===== config.mk =====
export PLATFORM = sky130hd
export DESIGN_NAME = riscv_mem_stallctrl_flat
export DESIGN_NICKNAME = d
export VERILOG_FILES = /design/src/rtl/riscv_mem_stallctrl_if.sv /design/src/rtl/riscv_mem_stallctrl.sv /design/src/flat_wrapper.sv
export SDC_FILE = /design/constraint.sdc
export NUM_CORES = 1
export LEC_CHECK = 0
export CAP_MARGIN = 20
export CORE_AREA = 2 2 62 58
export CTS_CLUSTER_SIZE = 10
export DETAILED_ROUTE_END_ITERATION = 12
export DIE_AREA = 0 0 64 60
export PLACE_DENSITY = 0.6
export SYNTH_ARGS = -nofsm -noshare
export SYNTH_HDL_FRONTEND = slang
export SYNTH_SLANG_ARGS = --single-unit

===== constraint.sdc =====
create_clock -name i_riscv_msc_clk -period 3.2 [get_ports i_riscv_msc_clk]
set_clock_uncertainty 0.15 [all_clocks]
set_input_delay 0.48 -clock i_riscv_msc_clk [delete_from_list [all_inputs] [get_ports i_riscv_msc_clk]]
set_output_delay 0.48 -clock i_riscv_msc_clk [all_outputs]
set_load 0.02 [all_outputs]

===== src/rtl/riscv_mem_stallctrl_if.sv =====
// M-stage data-memory handshake bundle: stage decode, trap and ack in; request, hold and flush out.
// The controller takes the slave modport; the pipeline/memory side takes master.
interface riscv_mem_stallctrl_if #(
  parameter int CNTW = 8
);
  logic            i_riscv_msc_memr_m;
  logic            i_riscv_msc_memw_m;
  logic            i_riscv_msc_amo_m;
  logic            i_riscv_msc_trap_m;
  logic            i_riscv_msc_dack;
  logic            o_riscv_msc_dreq;
  logic            o_riscv_msc_dwe;
  logic            o_riscv_msc_amo_wphase;
  logic            o_riscv_msc_stall;
  logic            o_riscv_msc_flush_mw;
  logic            o_riscv_msc_buserr;
  logic [CNTW-1:0] o_riscv_msc_waitcnt;

  modport slave (
    input  i_riscv_msc_memr_m, i_riscv_msc_memw_m, i_riscv_msc_amo_m,
           i_riscv_msc_trap_m, i_riscv_msc_dack,
    output o_riscv_msc_dreq, o_riscv_msc_dwe, o_riscv_msc_amo_wphase,
           o_riscv_msc_stall, o_riscv_msc_flush_mw, o_riscv_msc_buserr,
           o_riscv_msc_waitcnt
  );

  modport master (
    output i_riscv_msc_memr_m, i_riscv_msc_memw_m, i_riscv_msc_amo_m,
           i_riscv_msc_trap_m, i_riscv_msc_dack,
    input  o_riscv_msc_dreq, o_riscv_msc_dwe, o_riscv_msc_amo_wphase,
           o_riscv_msc_stall, o_riscv_msc_flush_mw, o_riscv_msc_buserr,
           o_riscv_msc_waitcnt
  );
endinterface


===== src/rtl/riscv_mem_stallctrl.sv =====
// M-stage memory sequencer: zero added latency on same-cycle ack, AMO min 2 cycles, hung beats time out.
// Holds the whole pipeline (stall) until ack; timeout or IDLE trap flushes the M->W register instead.
module riscv_mem_stallctrl #(
  parameter int TIMEOUT = 255,
  parameter int CNTW    = 8
) (
  input  logic                      i_riscv_msc_clk,
  input  logic                      i_riscv_msc_rst_n,
  riscv_mem_stallctrl_if.slave      bus
);

  localparam logic [2:0] IDLE    = 3'd0;
  localparam logic [2:0] RD_WAIT = 3'd1;
  localparam logic [2:0] WR_WAIT = 3'd2;
  localparam logic [2:0] AMO_RD  = 3'd3;
  localparam logic [2:0] AMO_WR  = 3'd4;

  logic [2:0]      state_q, state_d;
  logic [CNTW-1:0] waitcnt_q, waitcnt_d;
  logic            dreq_c, dwe_c, wphase_c, stall_c, flush_c, buserr_c;
  logic            dack, timeout;

  assign dack    = bus.i_riscv_msc_dack;
  assign timeout = (state_q != IDLE) && !dack && (waitcnt_q == CNTW'(TIMEOUT - 1));

  always_comb begin
    state_d  = state_q;
    dreq_c   = 1'b0;
    dwe_c    = 1'b0;
    wphase_c = 1'b0;
    stall_c  = 1'b0;
    flush_c  = 1'b0;
    buserr_c = 1'b0;
    case (state_q)
      IDLE: begin
        if (bus.i_riscv_msc_trap_m) begin
          flush_c = 1'b1;
        end else if (bus.i_riscv_msc_amo_m) begin
          dreq_c  = 1'b1;
          stall_c = 1'b1;
          state_d = dack ? AMO_WR : AMO_RD;
        end else if (bus.i_riscv_msc_memw_m) begin
          dreq_c  = 1'b1;
          dwe_c   = 1'b1;
          stall_c = !dack;
          state_d = dack ? IDLE : WR_WAIT;
        end else if (bus.i_riscv_msc_memr_m) begin
          dreq_c  = 1'b1;
          stall_c = !dack;
          state_d = dack ? IDLE : RD_WAIT;
        end
      end
      RD_WAIT, WR_WAIT: begin
        dreq_c  = 1'b1;
        dwe_c   = (state_q == WR_WAIT);
        stall_c = !dack;
        if (dack) state_d = IDLE;
      end
      AMO_RD: begin
        dreq_c  = 1'b1;
        stall_c = 1'b1;
        if (dack) state_d = AMO_WR;
      end
      AMO_WR: begin
        dreq_c   = 1'b1;
        dwe_c    = 1'b1;
        wphase_c = 1'b1;
        stall_c  = !dack;
        if (dack) state_d = IDLE;
      end
      default: state_d = IDLE;
    endcase
    // Timeout drops the hold and flushes so the faulting instruction never writes back.
    if (timeout) begin
      stall_c  = 1'b0;
      flush_c  = 1'b1;
      buserr_c = 1'b1;
      state_d  = IDLE;
    end
  end

  always_comb begin
    waitcnt_d = waitcnt_q;
    if (state_d != state_q)
      waitcnt_d = '0;
    else if ((state_q != IDLE) && !dack && (waitcnt_q != {CNTW{1'b1}}))
      waitcnt_d = waitcnt_q + 1'b1;
  end

  always_ff @(posedge i_riscv_msc_clk or negedge i_riscv_msc_rst_n) begin
    if (!i_riscv_msc_rst_n) begin
      state_q   <= IDLE;
      waitcnt_q <= '0;
    end else begin
      state_q   <= state_d;
      waitcnt_q <= waitcnt_d;
    end
  end

  // Outputs are gated by reset so an in-flight beat is dropped the instant reset asserts.
  assign bus.o_riscv_msc_dreq       = i_riscv_msc_rst_n & dreq_c;
  assign bus.o_riscv_msc_dwe        = i_riscv_msc_rst_n & dwe_c;
  assign bus.o_riscv_msc_amo_wphase = i_riscv_msc_rst_n & wphase_c;
  assign bus.o_riscv_msc_stall      = i_riscv_msc_rst_n & stall_c;
  assign bus.o_riscv_msc_flush_mw   = i_riscv_msc_rst_n & flush_c;
  assign bus.o_riscv_msc_buserr     = i_riscv_msc_rst_n & buserr_c;
  assign bus.o_riscv_msc_waitcnt    = waitcnt_q;

endmodule


===== src/flat_wrapper.sv =====
// flat-port wrapper written by rule: the top's interface ports become plain ports
module riscv_mem_stallctrl_flat 
#(
  parameter int TIMEOUT = 255,
  parameter int CNTW    = 8
)
  (i_riscv_msc_clk, i_riscv_msc_rst_n, bus_i_riscv_msc_memr_m, bus_i_riscv_msc_memw_m, bus_i_riscv_msc_amo_m, bus_i_riscv_msc_trap_m, bus_i_riscv_msc_dack, bus_o_riscv_msc_dreq, bus_o_riscv_msc_dwe, bus_o_riscv_msc_amo_wphase, bus_o_riscv_msc_stall, bus_o_riscv_msc_flush_mw, bus_o_riscv_msc_buserr, bus_o_riscv_msc_waitcnt);
  riscv_mem_stallctrl_if #(.CNTW(CNTW)) bus_i ();
  input  logic i_riscv_msc_clk;
  input  logic i_riscv_msc_rst_n;
  input wire logic [$bits(bus_i.i_riscv_msc_memr_m)-1:0] bus_i_riscv_msc_memr_m;
  input wire logic [$bits(bus_i.i_riscv_msc_memw_m)-1:0] bus_i_riscv_msc_memw_m;
  input wire logic [$bits(bus_i.i_riscv_msc_amo_m)-1:0] bus_i_riscv_msc_amo_m;
  input wire logic [$bits(bus_i.i_riscv_msc_trap_m)-1:0] bus_i_riscv_msc_trap_m;
  input wire logic [$bits(bus_i.i_riscv_msc_dack)-1:0] bus_i_riscv_msc_dack;
  output wire logic [$bits(bus_i.o_riscv_msc_dreq)-1:0] bus_o_riscv_msc_dreq;
  output wire logic [$bits(bus_i.o_riscv_msc_dwe)-1:0] bus_o_riscv_msc_dwe;
  output wire logic [$bits(bus_i.o_riscv_msc_amo_wphase)-1:0] bus_o_riscv_msc_amo_wphase;
  output wire logic [$bits(bus_i.o_riscv_msc_stall)-1:0] bus_o_riscv_msc_stall;
  output wire logic [$bits(bus_i.o_riscv_msc_flush_mw)-1:0] bus_o_riscv_msc_flush_mw;
  output wire logic [$bits(bus_i.o_riscv_msc_buserr)-1:0] bus_o_riscv_msc_buserr;
  output wire logic [$bits(bus_i.o_riscv_msc_waitcnt)-1:0] bus_o_riscv_msc_waitcnt;
  assign bus_i.i_riscv_msc_memr_m = bus_i_riscv_msc_memr_m;
  assign bus_i.i_riscv_msc_memw_m = bus_i_riscv_msc_memw_m;
  assign bus_i.i_riscv_msc_amo_m = bus_i_riscv_msc_amo_m;
  assign bus_i.i_riscv_msc_trap_m = bus_i_riscv_msc_trap_m;
  assign bus_i.i_riscv_msc_dack = bus_i_riscv_msc_dack;
  assign bus_o_riscv_msc_dreq = bus_i.o_riscv_msc_dreq;
  assign bus_o_riscv_msc_dwe = bus_i.o_riscv_msc_dwe;
  assign bus_o_riscv_msc_amo_wphase = bus_i.o_riscv_msc_amo_wphase;
  assign bus_o_riscv_msc_stall = bus_i.o_riscv_msc_stall;
  assign bus_o_riscv_msc_flush_mw = bus_i.o_riscv_msc_flush_mw;
  assign bus_o_riscv_msc_buserr = bus_i.o_riscv_msc_buserr;
  assign bus_o_riscv_msc_waitcnt = bus_i.o_riscv_msc_waitcnt;
  riscv_mem_stallctrl #(.TIMEOUT(TIMEOUT), .CNTW(CNTW)) u_core (.i_riscv_msc_clk(i_riscv_msc_clk), .i_riscv_msc_rst_n(i_riscv_msc_rst_n), .bus(bus_i));
endmodule

Yosys cells after proc, flatten, opt, wreduce, memory -nomap -nowiden

Cells that the tools add are included.

Reductions and logical operators: 10
$add $sub $neg: 1
Bitwise operators: 6
Equality and inequality tests: 7
Muxes and demuxes: 33

Operators with widths:

| cell                                                            | number |
|---|---|
| 3-bit two-way mux                                               | 8 |
| 1-bit two-way mux                                               | 18 |
| 8-bit two-way mux                                               | 2 |
| 3-bit one-hot mux with 3 select lines                           | 1 |
| 8-bit by 1-bit adder with 8-bit output, second input constant   | 1 |
| 8-bit == test, second input constant                            | 1 |
| 8-bit inequality test, second input constant                    | 1 |
| 1-bit bitwise AND                                               | 6 |
| 3-bit by 2-bit == test with 1-bit output, second input constant | 2 |
| 1-bit one-hot mux with 3 select lines                           | 2 |
| 4-bit OR reduction                                              | 1 |
| 3-bit by 1-bit == test with 1-bit output, second input constant | 1 |
| 3-bit == test, second input constant                            | 1 |
| 1-bit logical AND                                               | 3 |
| 3-bit logical NOT                                               | 1 |
| 3-bit inequality test                                           | 1 |
| 3-bit nonzero test                                              | 1 |
| 3-bit OR reduction                                              | 1 |
| 2-bit two-way mux                                               | 1 |
| 1-bit one-hot mux with 2 select lines                           | 1 |
| 2-bit nonzero test                                              | 1 |
| 2-bit OR reduction                                              | 1 |
| 1-bit logical NOT                                               | 1 |

Word-level logic and storage cells: 59
Input port bits: 7
Output and inout bits: 14
Flip-flop bits (word level): 11

Logic depth before layout (Yosys ltp)

Gate-level depths: netlist of run 1.

Depth in word-level cells: 9
Gate-level depth with buffers: 6
Depth with buffers taken out: 5

Worst setup path before layout of run 1

OpenSTA, ideal clock, no wires.

Path kind: input-to-output
Start: input bus_i_riscv_msc_trap_m
End: output bus_o_riscv_msc_dwe
Path slack: 0.663 ns
Cell stages on the path: 4
Required time: 2.570 ns
Buffers on the path: 1
Arrival time: 1.907 ns
Cell sequence: clkbuf_1 -> nor2_1 -> a211oi_1 -> a2111oi_0

Cells in the longest elaborated chain, start to end: 3

Ends and longest elaborated chain:

| element                               | line                       | text |
|---|---|---|
| start: declaration                    | flat_wrapper.sv:14         | `input wire logic [$bits(bus_i.i_riscv_msc_trap_m)-1:0] bus_i_riscv_msc_trap_m;` |
| 1-bit two-way mux                     | riscv_mem_stallctrl.sv:36  | `if (bus.i_riscv_msc_trap_m) begin` |
| 1-bit one-hot mux with 3 select lines | riscv_mem_stallctrl.sv:34  | `case (state_q)` |
| 1-bit bitwise AND                     | riscv_mem_stallctrl.sv:102 | `assign bus.o_riscv_msc_dwe = i_riscv_msc_rst_n & dwe_c;` |
| end: declaration                      | flat_wrapper.sv:17         | `output wire logic [$bits(bus_i.o_riscv_msc_dwe)-1:0] bus_o_riscv_msc_dwe;` |

No other way between the ends.

Worst setup path in the final report of run 1

Start: register u_core.waitcnt_q[3], in the netlist u_core.bus.o_riscv_msc_waitcnt[3]
End: output bus_o_riscv_msc_stall

Cells in the longest elaborated chain, start to end: 4

Ends and longest elaborated chain:

| element                  | line                       | text |
|---|---|---|
| start: declaration       | riscv_mem_stallctrl.sv:19  | `logic [CNTW-1:0] waitcnt_q, waitcnt_d;` |
| start signal: assignment | riscv_mem_stallctrl.sv:96  | `waitcnt_q <= waitcnt_d;` |
| 8-bit == test            | riscv_mem_stallctrl.sv:24  | `assign timeout = (state_q != IDLE) && !dack && (waitcnt_q == CNTW'(TIMEOUT - 1));` |
| 1-bit logical AND        | riscv_mem_stallctrl.sv:24  |  |
| 1-bit two-way mux        | riscv_mem_stallctrl.sv:74  | `if (timeout) begin` |
| 1-bit bitwise AND        | riscv_mem_stallctrl.sv:104 | `assign bus.o_riscv_msc_stall = i_riscv_msc_rst_n & stall_c;` |
| end: declaration         | flat_wrapper.sv:19         | `output wire logic [$bits(bus_i.o_riscv_msc_stall)-1:0] bus_o_riscv_msc_stall;` |

No other way between the ends.

==> results of run 1 <==
## per-layer routing
metal | up-vias | wire [µm] | global-route usage | share of wire
li1 | 442 | - | - | -
met1 | 410 | 1070 | 0.166 | 0.49
met2 | 32 | 1020 | 0.183 | 0.47
met3 | 0 | 85 | 0.0169 | 0.039
met4 | 0 | 0 | 0.0373 | 0
met5 | - | 0 | 0 | 0
## state kept, by name (all words and copies together), names as in the netlist
name and flops:
u_core.bus.o_riscv_msc_waitcnt 8, u_core.state_q 3
## final timing paths
path / end / start
max: bus_o_riscv_msc_stall / u_core.bus.o_riscv_msc_waitcnt[3]
min: u_core.bus.o_riscv_msc_waitcnt[5] / u_core.bus.o_riscv_msc_waitcnt[5]
max reg2reg: u_core.bus.o_riscv_msc_waitcnt[6] / u_core.state_q[1]
min reg2reg: u_core.bus.o_riscv_msc_waitcnt[5] / u_core.bus.o_riscv_msc_waitcnt[5]
max in group asynchronous: u_core.bus.o_riscv_msc_waitcnt[5] / i_riscv_msc_rst_n
min in group asynchronous: u_core.state_q[2] / i_riscv_msc_rst_n
## worst max-delay path: stages, from the launching register on
cell and delay (ns):
dfrtp_1 0.47, and4_1 0.43, and4_4 0.30, nor2_1 0.05
o311a_1 0.33, clkdlybuf4s50_1 0.53
## synth_stat cells, drive strengths merged, types with 2 or more instances
cell / n / share of area
a211oi: 6 / 0.071
a21oi: 9 / 0.049
a311oi: 3 / 0.042
a31oi: 2 / 0.014
and3: 4 / 0.040
and4: 4 / 0.044
buf: 6 / 0.053
dfrtp: 11 / 0.30
ha: 2 / 0.027
inv: 5 / 0.021
nand2: 5 / 0.021
nand3: 2 / 0.011
nand4: 2 / 0.014
nor2: 10 / 0.041
nor3: 7 / 0.044
o21ai: 6 / 0.033
or3: 4 / 0.027
## cells by family after synthesis
group           count (synthesis)
buf+inv                        12
simple gates                   43
fa+ha+maj                       2
flops                          11
xor+xnor                        1
compound gates                 34
## where the power goes
part	internal [mW]	total [mW]	switching, mW
Clock	0.0483	0.0995	0.0512
Combinational	0.101	0.215	0.115
Sequential	0.156	0.192	0.0357
## stage by stage
stage / std cells / util
floorplan: 103 / -
finish: 169 / 0.366
detailed placement: 165 / 0.357
CTS: 169 / 0.366
global placement: 165 / 0.357
global route: 169 / 0.366
## cell type report
type | instances | area, µm²
clock buffers | 4 | 26.3
fillers | 321 | 2050
inverters | 5 | 18.8
multi-input cells | 80 | 567
flip-flops and latches | 11 | 275
well taps | 44 | 55.1
repair buffers | 25 | 238
==> metrics.txt, run 1 <==
P per Cell Area=430 nW/µm²; DP HPWL=1630 µm; H-tree levels=1; crit path DAT=2.39 ns; 1st-iter DRT viols=27; # setup viols final=0; Layout area overhead=29.2%; Critical Path Fanout Max=9; via/cell ratio=5.23; Max Slew Vio Count=0; Synth Cell Area=913 µm²; PnR Total Power=507 µW; Clock Latency Late Sink=0.27 ns; main combinational cell family by area after synthesis=compound AO/OA/AOI/OAI gates; simple-gate share of the synthesized area=0.286; FF-to-FF setup slack=1.26 ns; RSZ-0062 raised after global routing=no; Rel. slew slack=0.697; Period Utilization, post-route=0.944; fin worst setup slack=0.179 ns; Max Cap Viol=0; Antenna Nets Post-Route=0; final instance area=1180 µm²; Unique masters post-synth=39; Core Rows=20; Final Critical Period=3.02 ns; Num CTS Buffers=3; #FFs+latches synth=11; first-pass GRT wire length=3530 µm; Hold Slack=0.389 ns; Hold Crit Depth=1; hold_buf cts=0; initial core utilization=0.283; diodes inserted=0; GP Congestion=0.854; die area=3840 µm²; layout cells sized above 1=0.184; die width=64 µm; status=finished clean; CP Capture Type=output pin; static leakage=0.452 nW; I/O pin cnt=21; clock sinks=11; Mapped Cells=103; Syn Area/Cell=8.87 µm²; mux contribution to synthesized area=0; number of global-route vias before repair=751; yosys warns=0; residual DRC count=0; fmax=331 MHz; CTS resizes=0; gr ovfl total=0; Worst-path clk slew=0.07 ns; Post-synth EDFFs=0; Die Y=60 µm; most common cell after layout, fill and taps aside=clkdlybuf4s50_1; CTS max path bufs=2; pin count of the biggest net entering global routing=15; xor-xnor portion of the synthesized cell area=0.00959; Worst setup SP type=register; fin nets=135; CTS tree=done; worst reg-to-reg path cell count=4; Post-Synth Adder-Cell Area=0.0274; DR pass1 iterations=4; Compound-Gate Fraction of Synth Area=0.297; Post-synth ARST share=1.00; critical path type=reg2out; postcts setup bufs=0; CTS root buffer=clkbuf_4; Hold Vio Cnt, Final=0; GRT Overall Usage=0.117; worst min path class=reg2reg; Peak VDD IR=293 µV; Primary FF master, synth=dfrtp_1; Slew @ Worst Pin=0.451 ns; Synthesized Nets=112; pre-CTS WS=0.191 ns; register area share after synthesis=0.301; setup TNS=0 ns; via count=884; drt total wl=2170 µm; commonest non-fill, non-tap cells in the layout=20 x clkdlybuf4s50_1, 11 x dfrtp_1, 10 x nor2_1, 9 x a21oi_1; area post-placement=1150 µm²; CP Data Required Time=2.57 ns; initial antenna violation count=0; PortBufs=20; Core Area=3230 µm²; Avg WL per Cell=12.8 µm
(Power assumes the default switching activity.)
==> run 2, diff against run 1 <==
- CORE_AREA: 2 2 62 58 -> 2 2 49 46
- DIE_AREA: 0 0 64 60 -> 0 0 51 48
- PLACE_DENSITY: 0.6 -> 0.85
- SKIP_LAST_GASP: default -> 1
==> metrics.txt, run 2 (synthesis gave the netlist of run 1 again) <==
status=finished clean; H-tree levels=1; CP Capture Type=output pin; Peak VDD IR=356 µV; hold_buf cts=0; CTS root buffer=clkbuf_4; residual DRC count=0; GRT Overall Usage=0.183; CTS tree=done; DP HPWL=1520 µm; drt total wl=2030 µm; max FFs per register=8; via count=885; Worst setup SP type=input port; Hold Vio Cnt, Final=0; setup TNS=0 ns; PortBufs=20; DR pass1 iterations=4; clock sinks=11; number of global-route vias before repair=691; pin count of the biggest net entering global routing=15; # setup viols final=0; CTS max path bufs=2; initial antenna violation count=0; CP Data Required Time=2.57 ns; Core Rows=15; diodes inserted=0; Die Y=48 µm; gr ovfl total=0; Core Area=1900 µm²; RSZ-0062 raised after global routing=no; R2R Path Start=u_core.state_q[1]; CTS resizes=0; Clock Latency Late Sink=0.28 ns; Critical Path Fanout Max=4; Max Cap Viol=0; # fillers=158; die area=2450 µm²; Antenna Nets Post-Route=0; Final Critical Period=3.08 ns; Critical Path Start=bus_i_riscv_msc_memw_m; most common cell after layout, fill and taps aside=clkdlybuf4s50_1; PnR Total Power=503 µW; GP Congestion=0.839; Rel. slew slack=0.656; P per Cell Area=440 nW/µm²; Avg WL per Cell=13.7 µm; Num CTS Buffers=3; worst min path class=in2async; first-pass GRT wire length=3280 µm; I/O pin cnt=21; Max Slew Vio Count=0; Period Utilization, post-route=0.964; worst reg-to-reg path cell count=4; static leakage=0.444 nW; critical path type=in2out; fmax=324 MHz; postcts setup bufs=0; 1st-iter DRT viols=23; Worst-path clk slew=0.07 ns; crit path DAT=2.45 ns; FF-to-FF setup slack=1.27 ns; Layout area overhead=25.1%; fin nets=133; layout cells sized above 1=0.179; commonest non-fill, non-tap cells in the layout=20 x clkdlybuf4s50_1, 11 x dfrtp_1, 10 x nor2_1, 9 x a21oi_1; initial core utilization=0.482; via/cell ratio=5.98; Slew @ Worst Pin=0.512 ns; RR Endpoint=u_core.bus.o_riscv_msc_waitcnt[6]; die width=51 µm
[run 2: worst max-delay path, cell delays in order]
cell	delay [ns]
clkdlybuf4s50_1	0.45
nor3_1	0.46
or3_1	0.18
a211oi_1	0.06
o311a_1	0.29
clkdlybuf4s50_1	0.53
[run 2: layout make-up]
cell class,count,area (µm²),share of cell area
clock inverters,1,5.00,0.00438
clock buffers,3,22.5,0.0197
repair buffers,23,223,0.195
multi-input cells,80,567,0.496
flip-flops and latches,11,275,0.241
well taps,25,31.3,0.0274
inverters,5,18.8,0.0164
[run 2: worst max-delay path by stage]
stage	endpoint	slack, ns	cells after the start
finish	bus_o_riscv_msc_stall	0.12	6
global route	bus_o_riscv_msc_stall	0.05	5
CTS	bus_o_riscv_msc_stall	0.14	6
detailed placement	bus_o_riscv_msc_stall	0.14	6
global placement	bus_o_riscv_msc_stall	0.17	6
floorplan	bus_o_riscv_msc_dwe	0.66	4
[run 2: layer usage]
metal | part of all wire | track usage
met4 | 0.016 | 0.0649
met1 | 0.47 | 0.276
met2 | 0.46 | 0.242
met3 | 0.053 | 0.0563
met5 | 0 | 0
[run 2: stage by stage]
stage	cells	hold slack, ns	setup slack (ns)	util	cell area, µm²
2_1_floorplan	103	0.0344	0.663	-	913
3_3_place_gp	144	0.372	0.166	0.588	1110
3_5_place_dp	144	0.378	0.143	0.588	1110
4_1_cts	148	0.385	0.144	0.603	1140
5_1_grt	148	0.400	0.0471	0.603	1140
6_report	148	0.380	0.116	0.603	1140
[run 2: power by group]
part / internal (mW) / switching [mW] / leakage (nW)
Sequential: 0.156 / 0.0340 / 0.150
Clock: 0.0464 / 0.0495 / 0.0177
Combinational: 0.100 / 0.116 / 0.277
Total: 0.303 / 0.200 / 0.444
==> run 3, diff against run 2 <==
- DONT_BUFFER_PORTS: default -> 1
- PLACE_DENSITY: 0.85 -> 0.71
==> metrics.txt, run 3 (synthesis gave the netlist of run 1 again) <==
Final Critical Period=2.73 ns; RR Endpoint=u_core.bus.o_riscv_msc_waitcnt[6]; Core Area=1900 µm²; pin count of the biggest net entering global routing=15; CTS resizes=0; via count=798; CP Data Required Time=2.57 ns; Placed Cells=122; via/cell ratio=6.28; worst reg-to-reg path cell count=4; Worst setup SP type=register; initial core utilization=0.482; static leakage=0.364 nW; fmax=367 MHz; GRT Overall Usage=0.190; Peak VDD IR=291 µV; residual DRC count=0; crit path DAT=2.10 ns; start point of the worst hold path=bus_i_riscv_msc_dack; first-pass GRT wire length=3310 µm; Die Y=48 µm; Hold Crit Depth=1; most common cell after layout, fill and taps aside=dfrtp_1; Rel. slew slack=0.577; diodes inserted=0; CTS max path bufs=2; Critical Path Fanout Max=9; critical path type=reg2out; # setup viols final=0; P per Cell Area=480 nW/µm²; status=finished clean; sw frac=0.412; CP Capture Type=output pin; Hold Slack=0.116 ns; CTS tree=done; 1st-iter DRT viols=21; Layout Cells excl Fill=127; clock share of power=0.211; number of global-route vias before repair=703; RSZ-0062 raised after global routing=no; Int Pwr=265 µW; Layout area overhead=2.60%; clock sinks=11; Net Switching=185 µW; Period Utilization, post-route=0.852; # fillers=182; commonest non-fill, non-tap cells in the layout=11 x dfrtp_1, 10 x nor2_1, 9 x a21oi_1, 6 x o21ai_0, 6 x nor3_1; CTS root buffer=clkbuf_4; Avg WL per Cell=15.9 µm; Hold EP=u_core.state_q[1]; Hold Vio Cnt, Final=0; R2R Path Start=u_core.state_q[1]; Antenna Nets Post-Route=0; postcts setup bufs=0; Combinational Power Share=0.325; Seq pwr share=0.464; drt total wl=2030 µm; H-tree levels=1; Max Cap Viol=0; Worst-path clk slew=0.07 ns; DR pass1 iterations=4; initial antenna violation count=0; GP Congestion=0.887; die area=2450 µm²; worst min path class=in2reg; FF-to-FF setup slack=1.19 ns; DP HPWL=1530 µm; die width=51 µm; Clock Latency Late Sink=0.27 ns; Core Rows=15; setup TNS=0 ns; PortBufs=0; I/O pin cnt=21; Slew @ Worst Pin=0.629 ns; gr ovfl total=0; Num CTS Buffers=3; Max Slew Vio Count=0; fin nets=112; max FFs per register=8; layout cells sized above 1=0.186
run 3: metal layers:
layer  vias to the layer above  share of wire  track usage
li1                        392              -            -
met4                         0         0.0069       0.0486
met1                       383           0.49        0.239
met3                         2          0.056       0.0906
met5                         -              0            0
met2                        21           0.45        0.296
run 3: area by class of cell:
class	count	area, µm²	share of cell area
clock buffer	4	26.3	0.0280
inverter	5	18.8	0.0200
multi-input combinational	80	568	0.606
sequential	11	275	0.294
tap	25	31.3	0.0334
timing repair buffer	2	17.5	0.0187
run 3: power groups by stage:
stage	registers [mW]	clock network [mW]	logic (mW)
6_report	0.209	0.0948	0.146
3_3_place_gp	0.212	0	0.139
4_1_cts	0.209	0.0982	0.147
5_1_grt	0.216	0.103	0.164
2_1_floorplan	0.195	0	0.143
3_5_place_dp	0.212	0	0.143
run 3: worst max path at each step:
stage	startpoint	end	slack [ns]	depth (start not counted)
after floorplan	bus_i_riscv_msc_trap_m	bus_o_riscv_msc_dwe	0.66	4
after global placement	u_core.bus.o_riscv_msc_waitcnt[3]	bus_o_riscv_msc_buserr	0.81	3
after detailed placement	u_core.bus.o_riscv_msc_waitcnt[3]	bus_o_riscv_msc_buserr	0.78	3
after CTS	u_core.bus.o_riscv_msc_waitcnt[3]	bus_o_riscv_msc_buserr	0.47	3
after global routing	u_core.bus.o_riscv_msc_waitcnt[3]	bus_o_riscv_msc_buserr	0.35	3
final	u_core.bus.o_riscv_msc_waitcnt[3]	bus_o_riscv_msc_buserr	0.47	3
run 3: worst max-delay path, cell delays in order (launching register included):
cell	delay, ns
dfrtp_1	0.57
and4_1	0.47
nand4_1	0.21
nor3_1	0.58
run 3: repair_timing:
| action | 4_1_cts | 5_1_grt |
|---|---|---|
| hold buffers | 1 | 0 |
| setup endpoints to repair | 0 | 0 |
| hold endpoints to repair | 11 | 0 |
run 3: per-stage QoR:
stage / util / worst slack (ns) / total power [mW] / area [µm²]
after floorplan: - / 0.663 / 0.338 / 913
after global placement: 0.475 / 0.806 / 0.351 / 901
after detailed placement: 0.475 / 0.776 / 0.355 / 901
after CTS: 0.494 / 0.473 / 0.454 / 937
after global routing: 0.494 / 0.348 / 0.483 / 937
final: 0.494 / 0.474 / 0.450 / 937
